**config.mk**
```make
export PLATFORM = sky130hd
export DESIGN_NAME = pipelined_shifter_flat
export DESIGN_NICKNAME = d
export VERILOG_FILES = /design/src/rtl/pipelined_shifter_pkg.sv /design/src/rtl/pipelined_shifter_if.sv /design/src/rtl/pipelined_shifter_stage.sv /design/src/rtl/pipelined_shifter.sv /design/src/flat_wrapper.sv
export SDC_FILE = /design/constraint.sdc
export NUM_CORES = 1
export LEC_CHECK = 0
export CAP_MARGIN = 10
export CORE_MARGIN = 3
export CORE_UTILIZATION = 40
export DETAILED_ROUTE_END_ITERATION = 10
export PLACE_DENSITY_LB_ADDON = 0.08
export RECOVER_POWER = 50
export SLEW_MARGIN = 20
export SYNTH_ARGS = -nofsm -noshare
export SYNTH_HDL_FRONTEND = slang
export SYNTH_SLANG_ARGS = --single-unit
```
**constraint.sdc**
```tcl
create_clock -name clk -period 2.1 [get_ports clk]
set_input_delay 0.315 -clock clk [delete_from_list [all_inputs] [get_ports clk]]
set_output_delay 0.315 -clock clk [all_outputs]
set_load 0.1 [all_outputs]
```
**src/rtl/pipelined_shifter_pkg.sv**
```systemverilog
// Shared types and sizing helpers for the pipelined barrel shifter.
// The optional SHIFT_FLAGS_EN build uses no extra package content.
package shifter_pkg;

    typedef enum logic [2:0] {
        OP_SLL = 3'd0,
        OP_SRL = 3'd1,
        OP_SRA = 3'd2,
        OP_ROL = 3'd3,
        OP_ROR = 3'd4
    } shift_op_e;

    function automatic int stage_count(input int width);
        return $clog2(width);
    endfunction

    function automatic int slot_count(input int stages, input int per_slot);
        return (stages + per_slot - 1) / per_slot;
    endfunction

endpackage

```
**src/rtl/pipelined_shifter_if.sv**
```systemverilog
// Operand/result handshake bundle for pipelined_shifter.
// out_zero/out_carry exist only when SHIFT_FLAGS_EN is defined.
interface pipelined_shifter_if #(
    parameter int WIDTH = 32,
    parameter int TAG_W = 5
);
    localparam int AMT_W = $clog2(WIDTH);

    logic               in_valid;
    logic               in_ready;
    logic [WIDTH-1:0]   in_data;
    logic [AMT_W-1:0]   in_amt;
    logic [2:0]         in_op;
    logic [TAG_W-1:0]   in_tag;
    logic               out_valid;
    logic               out_ready;
    logic [WIDTH-1:0]   out_data;
    logic [TAG_W-1:0]   out_tag;
`ifdef SHIFT_FLAGS_EN
    logic               out_zero;
    logic               out_carry;
`endif

    modport master (
        output in_valid, in_data, in_amt, in_op, in_tag, out_ready,
`ifdef SHIFT_FLAGS_EN
        input  out_zero, out_carry,
`endif
        input  in_ready, out_valid, out_data, out_tag
    );

    modport slave (
        input  in_valid, in_data, in_amt, in_op, in_tag, out_ready,
`ifdef SHIFT_FLAGS_EN
        output out_zero, out_carry,
`endif
        output in_ready, out_valid, out_data, out_tag
    );

endinterface

```
**src/rtl/pipelined_shifter_stage.sv**
```systemverilog
// One combinational barrel stage: shifts/rotates by 2**K when en is set.
// Carry tracking ports exist only when SHIFT_FLAGS_EN is defined.
module shift_stage
    import shifter_pkg::*;
#(
    parameter int WIDTH = 32,
    parameter int K     = 0
) (
    input  logic [WIDTH-1:0] data,
    input  logic [2:0]       op,
    input  logic             sign,
    input  logic             en,
`ifdef SHIFT_FLAGS_EN
    input  logic             carry_prev,
    output logic             carry,
`endif
    output logic [WIDTH-1:0] shifted
);
    localparam int SH = 2 ** K;

    // Illegal ops fall through the default and leave the operand untouched.
    always_comb begin
        shifted = data;
`ifdef SHIFT_FLAGS_EN
        carry = carry_prev;
`endif
        if (en) begin
            case (op)
                OP_SLL:  shifted = data << SH;
                OP_SRL:  shifted = data >> SH;
                OP_SRA:  shifted = (data >> SH) | ({WIDTH{sign}} << (WIDTH - SH));
                OP_ROL:  shifted = (data << SH) | (data >> (WIDTH - SH));
                OP_ROR:  shifted = (data >> SH) | (data << (WIDTH - SH));
                default: shifted = data;
            endcase
`ifdef SHIFT_FLAGS_EN
            case (op)
                OP_SLL, OP_ROL:         carry = data[WIDTH-SH];
                OP_SRL, OP_SRA, OP_ROR: carry = data[SH-1];
                default:                carry = carry_prev;
            endcase
`endif
        end
    end

endmodule

```
**src/rtl/pipelined_shifter.sv**
```systemverilog
// Pipelined multi-mode barrel shifter with per-slot valid/ready backpressure.
// Define SHIFT_FLAGS_EN to add registered out_zero/out_carry result flags.
module pipelined_shifter
    import shifter_pkg::*;
#(
    parameter int WIDTH     = 32,
    parameter int REG_EVERY = 2,
    parameter int TAG_W     = 5
) (
    input  logic clk,
    input  logic rst,
    pipelined_shifter_if.slave bus
);
    localparam int S     = stage_count(WIDTH);
    localparam int P     = slot_count(S, REG_EVERY);
    localparam int AMT_W = S;

    typedef struct packed {
        logic [WIDTH-1:0] data;
        logic [AMT_W-1:0] amt;
        logic [2:0]       op;
        logic [TAG_W-1:0] tag;
        logic             sign;
`ifdef SHIFT_FLAGS_EN
        logic             carry;
`endif
    } slot_t;

    slot_t [P-1:0] slot_q;
    logic  [P-1:0] valid_q;
    logic  [P-1:0] load;
    logic  [P-1:0] src_valid;
    slot_t         in_slot;
    slot_t         st_in  [S];
    slot_t         st_out [S];
    slot_t         slot_d [P];
`ifdef SHIFT_FLAGS_EN
    logic          zero_q;
`endif

    always_comb begin
        in_slot      = '0;
        in_slot.data = bus.in_data;
        in_slot.amt  = bus.in_amt;
        in_slot.op   = bus.in_op;
        in_slot.tag  = bus.in_tag;
        in_slot.sign = bus.in_data[WIDTH-1];
    end

    // Stage k reads a slot register at every REG_EVERY boundary, else the previous stage.
    for (genvar k = 0; k < S; k++) begin : g_stage
        logic [WIDTH-1:0] shifted;
`ifdef SHIFT_FLAGS_EN
        logic             carry;
`endif
        if (k % REG_EVERY == 0) begin : g_head
            if (k == 0) begin : g_first
                assign st_in[k] = in_slot;
            end else begin : g_reg
                assign st_in[k] = slot_q[k/REG_EVERY - 1];
            end
        end else begin : g_chain
            assign st_in[k] = st_out[k-1];
        end

        shift_stage #(.WIDTH(WIDTH), .K(k)) u_stage (
            .data       (st_in[k].data),
            .op         (st_in[k].op),
            .sign       (st_in[k].sign),
            .en         (st_in[k].amt[k]),
`ifdef SHIFT_FLAGS_EN
            .carry_prev (st_in[k].carry),
            .carry      (carry),
`endif
            .shifted    (shifted)
        );

        always_comb begin
            st_out[k]      = st_in[k];
            st_out[k].data = shifted;
`ifdef SHIFT_FLAGS_EN
            st_out[k].carry = carry;
`endif
        end
    end

    // A slot may load unless it and every slot downstream are full with no drain.
    for (genvar j = 0; j < P; j++) begin : g_slot
        localparam int LAST = (((j + 1) * REG_EVERY < S) ? (j + 1) * REG_EVERY : S) - 1;
        assign slot_d[j] = st_out[LAST];
        assign load[j]   = bus.out_ready | ~(&valid_q[P-1:j]);
        if (j == 0) begin : g_src_in
            assign src_valid[j] = bus.in_valid;
        end else begin : g_src_slot
            assign src_valid[j] = valid_q[j-1];
        end
    end

    always_ff @(posedge clk) begin
        if (rst) begin
            valid_q <= '0;
            slot_q  <= '0;
        end else begin
            for (int j = 0; j < P; j++) begin
                if (load[j]) begin
                    valid_q[j] <= src_valid[j];
                    if (src_valid[j]) begin
                        slot_q[j] <= slot_d[j];
                    end
                end
            end
        end
    end

`ifdef SHIFT_FLAGS_EN
    always_ff @(posedge clk) begin
        if (rst) begin
            zero_q <= 1'b0;
        end else if (load[P-1] && src_valid[P-1]) begin
            zero_q <= (slot_d[P-1].data == '0);
        end
    end

    assign bus.out_zero  = zero_q;
    assign bus.out_carry = slot_q[P-1].carry;
`endif

    assign bus.in_ready  = !rst & load[0];
    assign bus.out_valid = valid_q[P-1];
    assign bus.out_data  = slot_q[P-1].data;
    assign bus.out_tag   = slot_q[P-1].tag;

    // Already-consumed amount bits and the final slot's control fields are dead by design.
    logic unused_slot_bits;
    assign unused_slot_bits = ^slot_q;

endmodule

```
**src/flat_wrapper.sv**
```systemverilog
// flat-port wrapper written by rule: the top's interface ports become plain ports
module pipelined_shifter_flat import shifter_pkg::*;
#(
    parameter int WIDTH     = 32,
    parameter int REG_EVERY = 2,
    parameter int TAG_W     = 5
)
  (clk, rst, bus_in_valid, bus_in_data, bus_in_amt, bus_in_op, bus_in_tag, bus_out_ready, bus_in_ready, bus_out_valid, bus_out_data, bus_out_tag);
  pipelined_shifter_if #(.WIDTH(WIDTH), .TAG_W(TAG_W)) bus_i ();
  input  logic clk;
  input  logic rst;
  input wire logic [$bits(bus_i.in_valid)-1:0] bus_in_valid;
  input wire logic [$bits(bus_i.in_data)-1:0] bus_in_data;
  input wire logic [$bits(bus_i.in_amt)-1:0] bus_in_amt;
  input wire logic [$bits(bus_i.in_op)-1:0] bus_in_op;
  input wire logic [$bits(bus_i.in_tag)-1:0] bus_in_tag;
  input wire logic [$bits(bus_i.out_ready)-1:0] bus_out_ready;
  output wire logic [$bits(bus_i.in_ready)-1:0] bus_in_ready;
  output wire logic [$bits(bus_i.out_valid)-1:0] bus_out_valid;
  output wire logic [$bits(bus_i.out_data)-1:0] bus_out_data;
  output wire logic [$bits(bus_i.out_tag)-1:0] bus_out_tag;
  assign bus_i.in_valid = bus_in_valid;
  assign bus_i.in_data = bus_in_data;
  assign bus_i.in_amt = bus_in_amt;
  assign bus_i.in_op = bus_in_op;
  assign bus_i.in_tag = bus_in_tag;
  assign bus_i.out_ready = bus_out_ready;
  assign bus_in_ready = bus_i.in_ready;
  assign bus_out_valid = bus_i.out_valid;
  assign bus_out_data = bus_i.out_data;
  assign bus_out_tag = bus_i.out_tag;
  pipelined_shifter #(.WIDTH(WIDTH), .REG_EVERY(REG_EVERY), .TAG_W(TAG_W)) u_core (.clk(clk), .rst(rst), .bus(bus_i));
endmodule
```
==> results of run 1 <==
-- cell type report --
cell class / instances / area share
clock buffer: 18 / 0.0361
multi-input combinational: 953 / 0.504
tap: 280 / 0.0288
timing repair buffer: 301 / 0.207
inverter: 11 / 0.00339
clock inverter: 14 / 0.0120
sequential: 126 / 0.208
-- routing by layer --
| layer | GRT usage | part of all wire | vias up |
|---|---|---|---|
| li1 | - | - | 5026 |
| met1 | 0.396 | 0.45 | 5128 |
| met2 | 0.426 | 0.45 | 458 |
| met3 | 0.0451 | 0.071 | 62 |
| met4 | 0.0934 | 0.026 | 0 |
| met5 | 0 | 0 | - |
-- flip-flops by register name, indices dropped and copies added (netlist names) --
| register | cells |
|---|---|
| u_core.bus.out_data | 32 |
| u_core.valid_q | 3 |
| u_core.slot_q | 64 |
| u_core.bus.out_tag | 5 |
| u_core.slot_d | 22 |
-- repair_timing --
item,4_1_cts,5_1_grt
gates cloned,0,0
gates resized for setup,4,22
pin swaps,0,9
setup endpoints to repair,20,26
endpoints found under the hold margin,0,0
-- power by group --
part           total, mW  switching [mW]  internal (mW)
Clock               2.99            1.28           1.70
Sequential          2.74           0.210           2.53
Combinational       2.34            1.34           1.00
Total               8.07            2.83           5.24
-- cells by family (layout without fill, tap and decap cells) --
group / after synthesis / in the layout
flip-flops: 126 / 126
AO/OA/AOI/OAI: 445 / 445
multiplexers: 43 / 43
AND/OR/NAND/NOR: 458 / 458
adder cells (fa/ha/maj): 1 / 1
XOR/XNOR: 6 / 6
buffers and inverters: 142 / 344
-- synth_stat cells, drive strengths merged, types with 11 or more instances --
cell / count / share of area
o21ai: 50 / 0.029
o22ai: 48 / 0.033
or4b: 29 / 0.031
nor4: 11 / 0.0075
buf: 61 / 0.041
nor3b: 11 / 0.0095
o221ai: 29 / 0.028
nand3: 15 / 0.0081
mux2i: 31 / 0.034
dfxtp: 126 / 0.27
nand2: 178 / 0.072
a21oi: 115 / 0.062
nor2b: 28 / 0.019
mux2: 11 / 0.013
nor3: 51 / 0.028
clkbuf: 70 / 0.029
a211oi: 32 / 0.029
nor2: 99 / 0.041
a221oi: 48 / 0.046
a311oi: 23 / 0.032
o21bai: 26 / 0.021
-- per-stage QoR --
stage	util	power, mW	TNS [ns]	cell area, um^2
after floorplan	-	4.06	0	9220
after global placement	0.521	5.07	-1.75	11600
after detailed placement	0.521	5.07	-3.21	11600
after CTS	0.549	8.06	-0.0823	12200
after global routing	0.547	8.41	-0.0335	12200
final	0.547	8.07	0	12200
-- how the worst min path moves through the flow --
stage / to / slack [ns] / depth (start not counted)
5_1_grt: u_core.valid_q[0] / 0.25 / 2
6_report: u_core.valid_q[0] / 0.24 / 2
4_1_cts: u_core.valid_q[0] / 0.23 / 2
3_5_place_dp: u_core.bus.out_data[17] / 0.45 / 2
3_3_place_gp: u_core.bus.out_data[28] / 0.44 / 2
2_1_floorplan: u_core.slot_d[1] / 0.43 / 2
-- worst max-delay path, delay by kind of cell, from the launching register on --
family                 cells  cell delay [ns]
AO/OA/AOI/OAI              3             0.86
AND/OR/NAND/NOR            2             0.40
flip-flops                 1             0.37
buffers and inverters      2             0.34
==> impl_results.md, run 1 <==
* # diodes at 0
* Complex-gate fraction of the synthesized area at 0.347
* Initial core utilization at 0.415
* Max-Slew Margin vs Limit at 0.500
* Post-Place Worst Slack at -0.193 ns
* Final ANT Viol Nets at 0
* Most common cell after layout, fill and taps aside: buf_4
* Nets at 1459
* CTS tree: yes
* Maxcap violations at 0
* Via-to-Cell Ratio at 6.27
* Status: finished clean
* Arrival @ worst endpoint at 2.40 ns
* CP max stage delay at 0.37 ns
* Largest net degree at the start of global routing at 49
* Final WS setup at 0.0436 ns
* Worst hold slack at 0.241 ns
* Die Ht at roughly 160 um
* VDD IR max at 0.490 mV
* Initial DRC Count at 1101
* Mux cell area share after synthesis at 0.0495
* Setup-failing EPs final at 0
* Simple-gate share of the synthesized area at 0.247
* Initial antenna violation count at 0
* Final std cells w/o fill at between 1500 and 2000
* CP Cell Sequence: buf_12 > or2_4 > buf_4 > a221o_1 > a211oi_4 > nand2_1 > a211oi_2
* Synth Area in Adders at 0.00109
* Final Wtd Congestion at 0.969
* Overall global routing resource usage at 0.278
* CP Class: flop to flop
* Core box area at 22200 um^2
* Post-CTS Hold Fix Bufs at 0
* CP max stage cell: dfxtp_4
* CP endpoint kind: flop
* HP Class: primary input to flop
* CP required at 2.44 ns
* Leak pwr at ~4.6 nW
* Die area at 24900 um^2
* Final WL at 34800 um
* Setup crit start kind: flop
* Reg-to-Reg End: u_core.slot_q[81]
* Post-synth ARST share at 0
* Clk slew on worst S/H paths at 0.07 ns
* Syn_area_per_cell at 7.55 um^2
* # port buffers at 87
* FF+latch area at 2530 um^2
* Area growth, synth to finish at 31.9%
* Slew @ Worst Pin at 0.749 ns
* Avg WL per Cell at 20.4 um
* Fillers at 2188
* Yosys reg bits at 126
* Sequential area share after synthesis at 0.274
* First-pass GRT wire length at 55400 um
* Critical R2R Launch: u_core.slot_d[53]
* Number of remaining DRC errors at 0
* Synth unique cells at 84
* Post-CTS Setup Bufs at 0
* First-pass DRT Iterations at 5
* Routed vias at 10700
* I/O Pins at between 80 and 90
* Multi-input logic area at 6140 um^2
* Die Wd at 158 um
* Final hold viol count at 0
* Vias in the first global route at 9878
* Crit share post-route at 0.979
* Max Transition Viols Final at 0
* Post-DP HPWL at roughly 26000 um
* YS warnings at 0
* CTS sink cnt at approximately 130
* Largest family of logic cells by synthesized area: compound AO/OA/AOI/OAI gates
* Cell Rows at between 50 and 60
* Mapped Nets at 1270
* Dpl cells at 1671
* Fin crit period at 2.06 ns
* Mapped Cells at about 1200
* Grt ovf at 0
* Layout cells sized above 1 at 0.257
* Fin Clk Skew at 0.0143 ns
* Most frequent cells in the layout: buf_4, nand2_1, dfxtp_1
* Launch point of the worst path: u_core.slot_d[53]
* Post-synthesis xor/xnor area fraction at 0.00774
* Crit-path max FO at 32
* Root buffer cell: clkbuf_16
* Syn Std Cell Area at 9220 um^2
* Power Dens Cells at between 600 and 700 nW/um^2
* Inserted Clock Buffers at 17
* RSZ-0062 raised after global routing: yes
* CP endpoint: u_core.slot_q[81]
* Max Freq at just under 500 MHz
* Hold path startpoint: rst
* R2R Setup Slk at 0.04 ns
* Worst R2R Path Depth at 7
* Prevailing post-synth register cell: dfxtp_1
* Post-synth EDFFs at 0
* Worst skew pair latency at 0.43 ns
* Htree depth at 4
* Clk buf depth at 2
(Power assumes the default switching activity.)
==> inputs of run 2 (changes only) <==
==> constraint.sdc (replaced) <==
create_clock -name clk -period 1.95 [get_ports clk]
set_input_delay 0.2925 -clock clk [delete_from_list [all_inputs] [get_ports clk]]
set_output_delay 0.2925 -clock clk [all_outputs]
set_load 0.1 [all_outputs]
==> run 2 against run 1 <==
The run now ends with negative setup slack left. Via count is 2.3% higher. Non-clock buffer count increased by 90. Routed wire length is 6.2% higher. Register-to-register slack got worse by 0.095 ns. Die area did not move. Count of clock-buffer cells in the layout stayed put. Maximum frequency is 2.7% higher. Flip-flop and latch count unchanged. Worst hold slack improved by 0.020 ns. Largest cell class unchanged. Largest power group unchanged. Highest routed layer unchanged.
==> impl_results.md, run 2 (synthesized netlist as in run 1, its figures left out) <==
* Status: complete, but fails checks (was finished clean)
* Failing checks: negative setup slack
* Largest register FFs at 64 (unchanged)
* Final hold viol count at 0 (unchanged)
* Overall global routing resource usage at 0.288 (was 0.278)
* I/O Pins at 88 (unchanged)
* Final Wtd Congestion at 0.974 (was 0.969)
* Post-CTS Hold Fix Bufs at 0 (unchanged)
* Die Ht at 158 um (unchanged)
* Routed vias at 10900 (was 10700)
* # diodes at 0 (unchanged)
* Htree depth at 4 (unchanged)
* Biggest register: u_core.slot_q (unchanged)
* HP Class: primary input to flop (unchanged)
* Root buffer cell: clkbuf_16 (unchanged)
* Setup TNS at -0.0595 ns (was 0 ns)
* CP max stage cell: dfxtp_4 (unchanged)
* Max Freq at 500 MHz (was 486 MHz)
* Via-to-Cell Ratio at 6.09 (was 6.27)
* Die area at 24900 um^2 (unchanged)
* Initial core utilization at 0.415 (unchanged)
* Number of remaining DRC errors at 0 (unchanged)
* VDD IR max at 0.387 mV (was 0.490 mV)
* Fin crit period at 2.00 ns (was 2.06 ns)
* Core box area at 22200 um^2 (unchanged)
* Area growth, synth to finish at 44.6% (was 31.9%)
* Die Wd at 158 um (unchanged)
* Dpl cells at 1743 (was 1671)
* Clk buf depth at 2 (unchanged)
* Setup-failing EPs final at 2 (was 0)
* Layout cells sized above 1 at 0.328 (was 0.257)
* Slew @ Worst Pin at 0.726 ns (was 0.749 ns)
* Max-Slew Margin vs Limit at 0.516 (was 0.500)
* Initial DRC Count at 1140 (was 1101)
* Comb power frac at 0.323 (was 0.291)
* Clock network power share at 0.354 (was 0.370)
* Crit-path max FO at 6 (was 32)
* Power Dens Cells at 679 nW/um^2 (was 663 nW/um^2)
* CP max stage delay at 0.37 ns (about the same)
* Setup crit start kind: flop (unchanged)
* CP required at 2.27 ns (was 2.44 ns)
* CP Cell Sequence: buf_8 > or2_4 > buf_4 > o21a_1 > o221a_4 > and3_1 > nor4_2 (was buf_12 > or2_4 > buf_4 > a221o_1 > a211oi_4 > nand2_1 > a211oi_2)
* Crit path buffers/inverters at 2 (unchanged)
* Fillers at 2080 (was 2188)
* Avg WL per Cell at 20.6 um (was 20.4 um)
* Grt ovf at 0 (unchanged)
* Initial antenna violation count at 0 (unchanged)
* Nets at 1549 (was 1459)
* Net Sw Frac at 0.351 (about the same)
* # port buffers at 87 (unchanged)
* Reg power frac at 0.323 (was 0.339)
* RSZ-0062 raised after global routing: yes (unchanged)
* First-pass GRT wire length at 57100 um (was 55400 um)
* Final WL at 37000 um (was 34800 um)
* Max Transition Viols Final at 0 (unchanged)
* Total chip power at 9.05 mW (was 8.07 mW)
* Most common cell after layout, fill and taps aside: buf_4 (unchanged)
* Largest delay share family, worst path: simple AND/OR/NAND/NOR gates (was compound AO/OA/AOI/OAI gates)
* Final ANT Viol Nets at 0 (unchanged)
* CP endpoint kind: flop (unchanged)
* Cell Rows at 54 (unchanged)
* Maxcap violations at 0 (unchanged)
* Arrival @ worst endpoint at 2.33 ns (was 2.40 ns)
* Most frequent cells in the layout: buf_4, nand2_1, dfxtp_1 (unchanged)
* Final std cells w/o fill at 1793 (was 1703)
* Fin Clk Skew at 0.0159 ns (was 0.0143 ns)
* Post-DP HPWL at 27400 um (was 26100 um)
* Sw Pwr at 3.18 mW (was 2.83 mW)
* CP Class: flop to flop (unchanged)
* Clk slew on worst S/H paths at 0.07 ns (about the same)
* Int Power at 5.88 mW (was 5.24 mW)
* Crit share post-route at 1.03 (was 0.979)
* Largest net degree at the start of global routing at 38 (was 49)
* First-pass DRT Iterations at 5 (unchanged)
* Final WS setup at -0.0517 ns (was 0.0436 ns)
* CTS sink cnt at 126 (unchanged)
* Inserted Clock Buffers at 17 (unchanged)
* Leak pwr at 5.12 nW (was 4.57 nW)
* Worst skew pair latency at 0.43 ns (about the same)
* Vias in the first global route at 10400 (was 9878)
* CTS tree: yes (unchanged)
run 2: cell types whose count changed in the layout (fill, tap and decap cells not counted), sizes merged:
cell	change
buf	+87
clkbuf	+2
clkinv	-2
clkinvlp	+2
bufbuf	+1
run 2: final cells by class:
class,instances,area (um^2),area share
inverter,11,45.0,0.00338
tap,280,350,0.0263
sequential,126,2530,0.190
timing repair buffer,391,3340,0.251
clock buffer,18,439,0.0329
multi-input combinational,953,6480,0.486
clock inverter,14,145,0.0109
run 2: power groups by stage:
stage / Clock, mW / Combinational [mW] / Sequential, mW
after floorplan: 0 / 1.33 / 3.04
after global placement: 0 / 2.67 / 2.96
after detailed placement: 0 / 2.68 / 2.96
after CTS: 3.26 / 2.76 / 2.91
after global routing: 3.36 / 3.12 / 2.94
final: 3.21 / 2.92 / 2.92
run 2: metrics by stage:
stage	util	area (um^2)	hold slack (ns)	worst slack, ns
after global routing	0.600	13300	0.294	-0.0918
after floorplan	-	9230	0.413	0.111
final	0.600	13300	0.262	-0.0517
after CTS	0.585	13000	0.240	-0.0599
after detailed placement	0.547	12200	0.445	-0.264
after global placement	0.547	12200	0.445	-0.298
run 2: metal layers:
metal / vias up / GRT usage / wire length [um]
met5: - / 0 / 0
met4: 0 / 0.0884 / 959
met3: 73 / 0.0495 / 2310
met2: 439 / 0.454 / 17100
met1: 5211 / 0.403 / 16600
li1: 5199 / - / -
run 2: timing repair:
item	in CTS	in global routing
pin swaps	14	40
setup buffers	7	10
setup endpoints to repair	33	33
cloned	1	1
gates resized for setup	38	74
run 2: final timing paths:
| kind | from | to | slack (ns) | depth (start not counted) |
|---|---|---|---|---|
| setup reg to reg | u_core.slot_d[53] | u_core.slot_q[67] | -0.05 | 7 |
| hold / removal | rst | u_core.slot_d[13] | 0.26 | 2 |
| setup / recovery | u_core.slot_d[53] | u_core.slot_q[67] | -0.05 | 7 |
| hold reg to reg | u_core.slot_d[49] | u_core.slot_d[3] | 0.45 | 2 |
==> inputs of run 3 (changes only) <==
--- a/config.mk
+++ b/config.mk
@@ -9,6 +9,7 @@
 export CORE_MARGIN = 3
 export CORE_UTILIZATION = 40
 export DETAILED_ROUTE_END_ITERATION = 10
+export MAX_ROUTING_LAYER = met4
 export PLACE_DENSITY_LB_ADDON = 0.08
 export RECOVER_POWER = 50
 export SLEW_MARGIN = 20
==> run 3 against run 2 <==
The flow still finishes with violations (negative setup slack). Setup slack got worse by 0.029 ns. Critical path depth increased by 2. Worst hold slack worse by 0.022 ns. Clock power hardly changed. Cell count is 0.84% lower. Non-clock buffer count decreased by 15. Via count up 0.20%. Combinational power fell by 2%. Clock skew decreased by 0.0028 ns. Sequential power about the same. Count of clock-buffer cells in the layout unchanged. Critical path type unchanged. Critical endpoint unchanged. Largest power group unchanged.
==> impl_results.md, run 3 (synthesized netlist as in run 1, its figures left out) <==
* Status: complete, but fails checks (unchanged)
* Failing checks: negative setup slack (unchanged)
* CP endpoint: u_core.slot_q[67] (unchanged)
* Final WS setup at -0.0808 ns (was -0.0517 ns)
* Clk slew on worst S/H paths at 0.07 ns (about the same)
* CP max stage cell: dfxtp_2 (was dfxtp_4)
* Vias in the first global route at 10200 (was 10400)
* Cell Rows at 54 (unchanged)
* Post-DP HPWL at 27500 um (was 27400 um)
* Most frequent cells in the layout: buf_4, nand2_1, dfxtp_1 (unchanged)
* Worst skew pair latency at 0.43 ns (about the same)
* Crit share post-route at 1.04 (was 1.03)
* Largest register FFs at 64 (unchanged)
* Largest net degree at the start of global routing at 34 (was 38)
* Critical R2R Launch: u_core.slot_d[53] (unchanged)
* Largest delay share family, worst path: buffers and inverters (was simple AND/OR/NAND/NOR gates)
* CP Class: flop to flop (unchanged)
* CTS tree: yes (unchanged)
* Max Transition Viols Final at 0 (unchanged)
* Slew @ Worst Pin at 0.706 ns (was 0.726 ns)
* Setup TNS at -0.176 ns (was -0.0595 ns)
* Fillers at 2128 (was 2080)
* Initial core utilization at 0.415 (unchanged)
* Arrival @ worst endpoint at 2.37 ns (was 2.33 ns)
* Power Dens Cells at 682 nW/um^2 (was 679 nW/um^2)
* CTS sink cnt at 126 (unchanged)
* Grt ovf at 0 (unchanged)
* Leak pwr at 5.05 nW (was 5.12 nW)
* Maxcap violations at 0 (unchanged)
* RSZ-0062 raised after global routing: yes (unchanged)
* Setup-failing EPs final at 3 (was 2)
* Post-Place Worst Slack at -0.342 ns (was -0.264 ns)
* Biggest register: u_core.slot_q (unchanged)
* CP max stage delay at 0.34 ns (was 0.37 ns)
* Worst R2R Path Depth at 9 (was 7)
* Crit path buffers/inverters at 4 (was 2)
* Initial DRC Count at 917 (was 1140)
* Multi-input logic area at 6440 um^2 (was 6480 um^2)
* Via-to-Cell Ratio at 6.16 (was 6.09)
* R2R Setup Slk at -0.08 ns (was -0.05 ns)
* Max Freq at 492 MHz (was 500 MHz)
* # port buffers at 87 (unchanged)
* I/O Pins at 88 (unchanged)
* Number of remaining DRC errors at 0 (unchanged)
* Initial antenna violation count at 0 (unchanged)
* Die Wd at 158 um (unchanged)
* Htree depth at 4 (unchanged)
* Reg-to-Reg End: u_core.slot_q[67] (unchanged)
* VDD IR max at 0.496 mV (was 0.387 mV)
* Crit-path max FO at 6 (unchanged)
* Root buffer cell: clkbuf_16 (unchanged)
* CP endpoint kind: flop (unchanged)
* CP Cell Sequence: buf_6 > xor2_4 > buf_6 > buf_12 > buf_4 > mux2i_1 > o221a_4 > and3_1 > nor4_2 (was buf_8 > or2_4 > buf_4 > o21a_1 > o221a_4 > and3_1 > nor4_2)
* Overall global routing resource usage at 0.297 (was 0.288)
* Inserted Clock Buffers at 17 (unchanged)
* HP Class: primary input to flop (unchanged)
* Die Ht at 158 um (unchanged)
* Final design utilization at 0.594 (was 0.600)
* Routed vias at 10900 (about the same)
* Final Wtd Congestion at 0.957 (was 0.974)
* Nets at 1534 (was 1549)
* # diodes at 0 (unchanged)
* First-pass GRT wire length at 56900 um (was 57100 um)
* Die area at 24900 um^2 (unchanged)
* FF+latch area at 2530 um^2 (about the same)
* Critical Path Most Common Cell: buf_6
* Fin crit period at 2.03 ns (was 2.00 ns)
* Clk buf depth at 2 (unchanged)
* Setup crit start kind: flop (unchanged)
* Final WL at 36400 um (was 37000 um)
* Fin Clk Skew at 0.0131 ns (was 0.0159 ns)
* Avg WL per Cell at 20.5 um (was 20.6 um)
* Layout cells sized above 1 at 0.322 (was 0.328)
* Critical path depth in cells at 9 (was 7)
* Area growth, synth to finish at 43.2% (was 44.6%)
* Final hold viol count at 0 (unchanged)
* First-pass DRT Iterations at 5 (unchanged)
* CP required at 2.28 ns (was 2.27 ns)
* Final ANT Viol Nets at 0 (unchanged)
* Most common cell after layout, fill and taps aside: buf_4 (unchanged)
* Core box area at 22200 um^2 (unchanged)
* Launch point of the worst path: u_core.slot_d[53] (unchanged)
* Max-Slew Margin vs Limit at 0.529 (was 0.516)
[run 3: routing by layer]
metal	GRT usage	vias up	wire length, um
met3	0.0462	86	2110
met2	0.450	417	16600
met1	0.400	5260	16400
met4	0.112	0	1260
met5	-	-	0
li1	-	5181	-
[run 3: per-stage QoR]
step / instances / hold WS [ns] / cell area [um^2] / power, mW
after detailed placement: 1729 / 0.444 / 12100 / 5.61
final: 1778 / 0.239 / 13200 / 9.00
after floorplan: 1221 / 0.413 / 9230 / 4.37
after global placement: 1729 / 0.445 / 12100 / 5.61
after CTS: 1765 / 0.214 / 12800 / 8.84
after global routing: 1778 / 0.259 / 13200 / 9.35
[run 3: repair_timing]
action | 4_1_cts | 5_1_grt
pin swaps | 16 | 31
resized for setup | 31 | 77
hold endpoints to repair | 0 | 0
cloned | 0 | 1
buffers inserted | 5 | 12
setup endpoints to repair | 30 | 37
hold buffers | 0 | 0
[run 3: power breakdown]
| part | internal, mW | total [mW] | switching [mW] |
|---|---|---|---|
| sequential | 2.72 | 2.93 | 0.210 |
| clock | 1.83 | 3.22 | 1.38 |
| combinational | 1.28 | 2.85 | 1.58 |
[run 3: how the worst min path moves through the flow]
stage | from | end | slack, ns | cells after the start
CTS | rst | u_core.slot_q[77] | 0.21 | 2
finish | rst | u_core.slot_q[77] | 0.24 | 2
detailed placement | u_core.slot_d[2] | u_core.bus.out_tag[1] | 0.44 | 2
global placement | u_core.slot_d[47] | u_core.slot_d[1] | 0.45 | 2
global route | rst | u_core.slot_q[77] | 0.26 | 2
floorplan | bus_in_valid | u_core.valid_q[0] | 0.41 | 2
[run 3: layout make-up]
type | count | area share
inverter | 11 | 0.00313
tap | 280 | 0.0265
timing repair buffer | 376 | 0.246
sequential | 126 | 0.192
clock inverter | 14 | 0.0110
multi-input combinational | 953 | 0.488
clock buffer | 18 | 0.0333
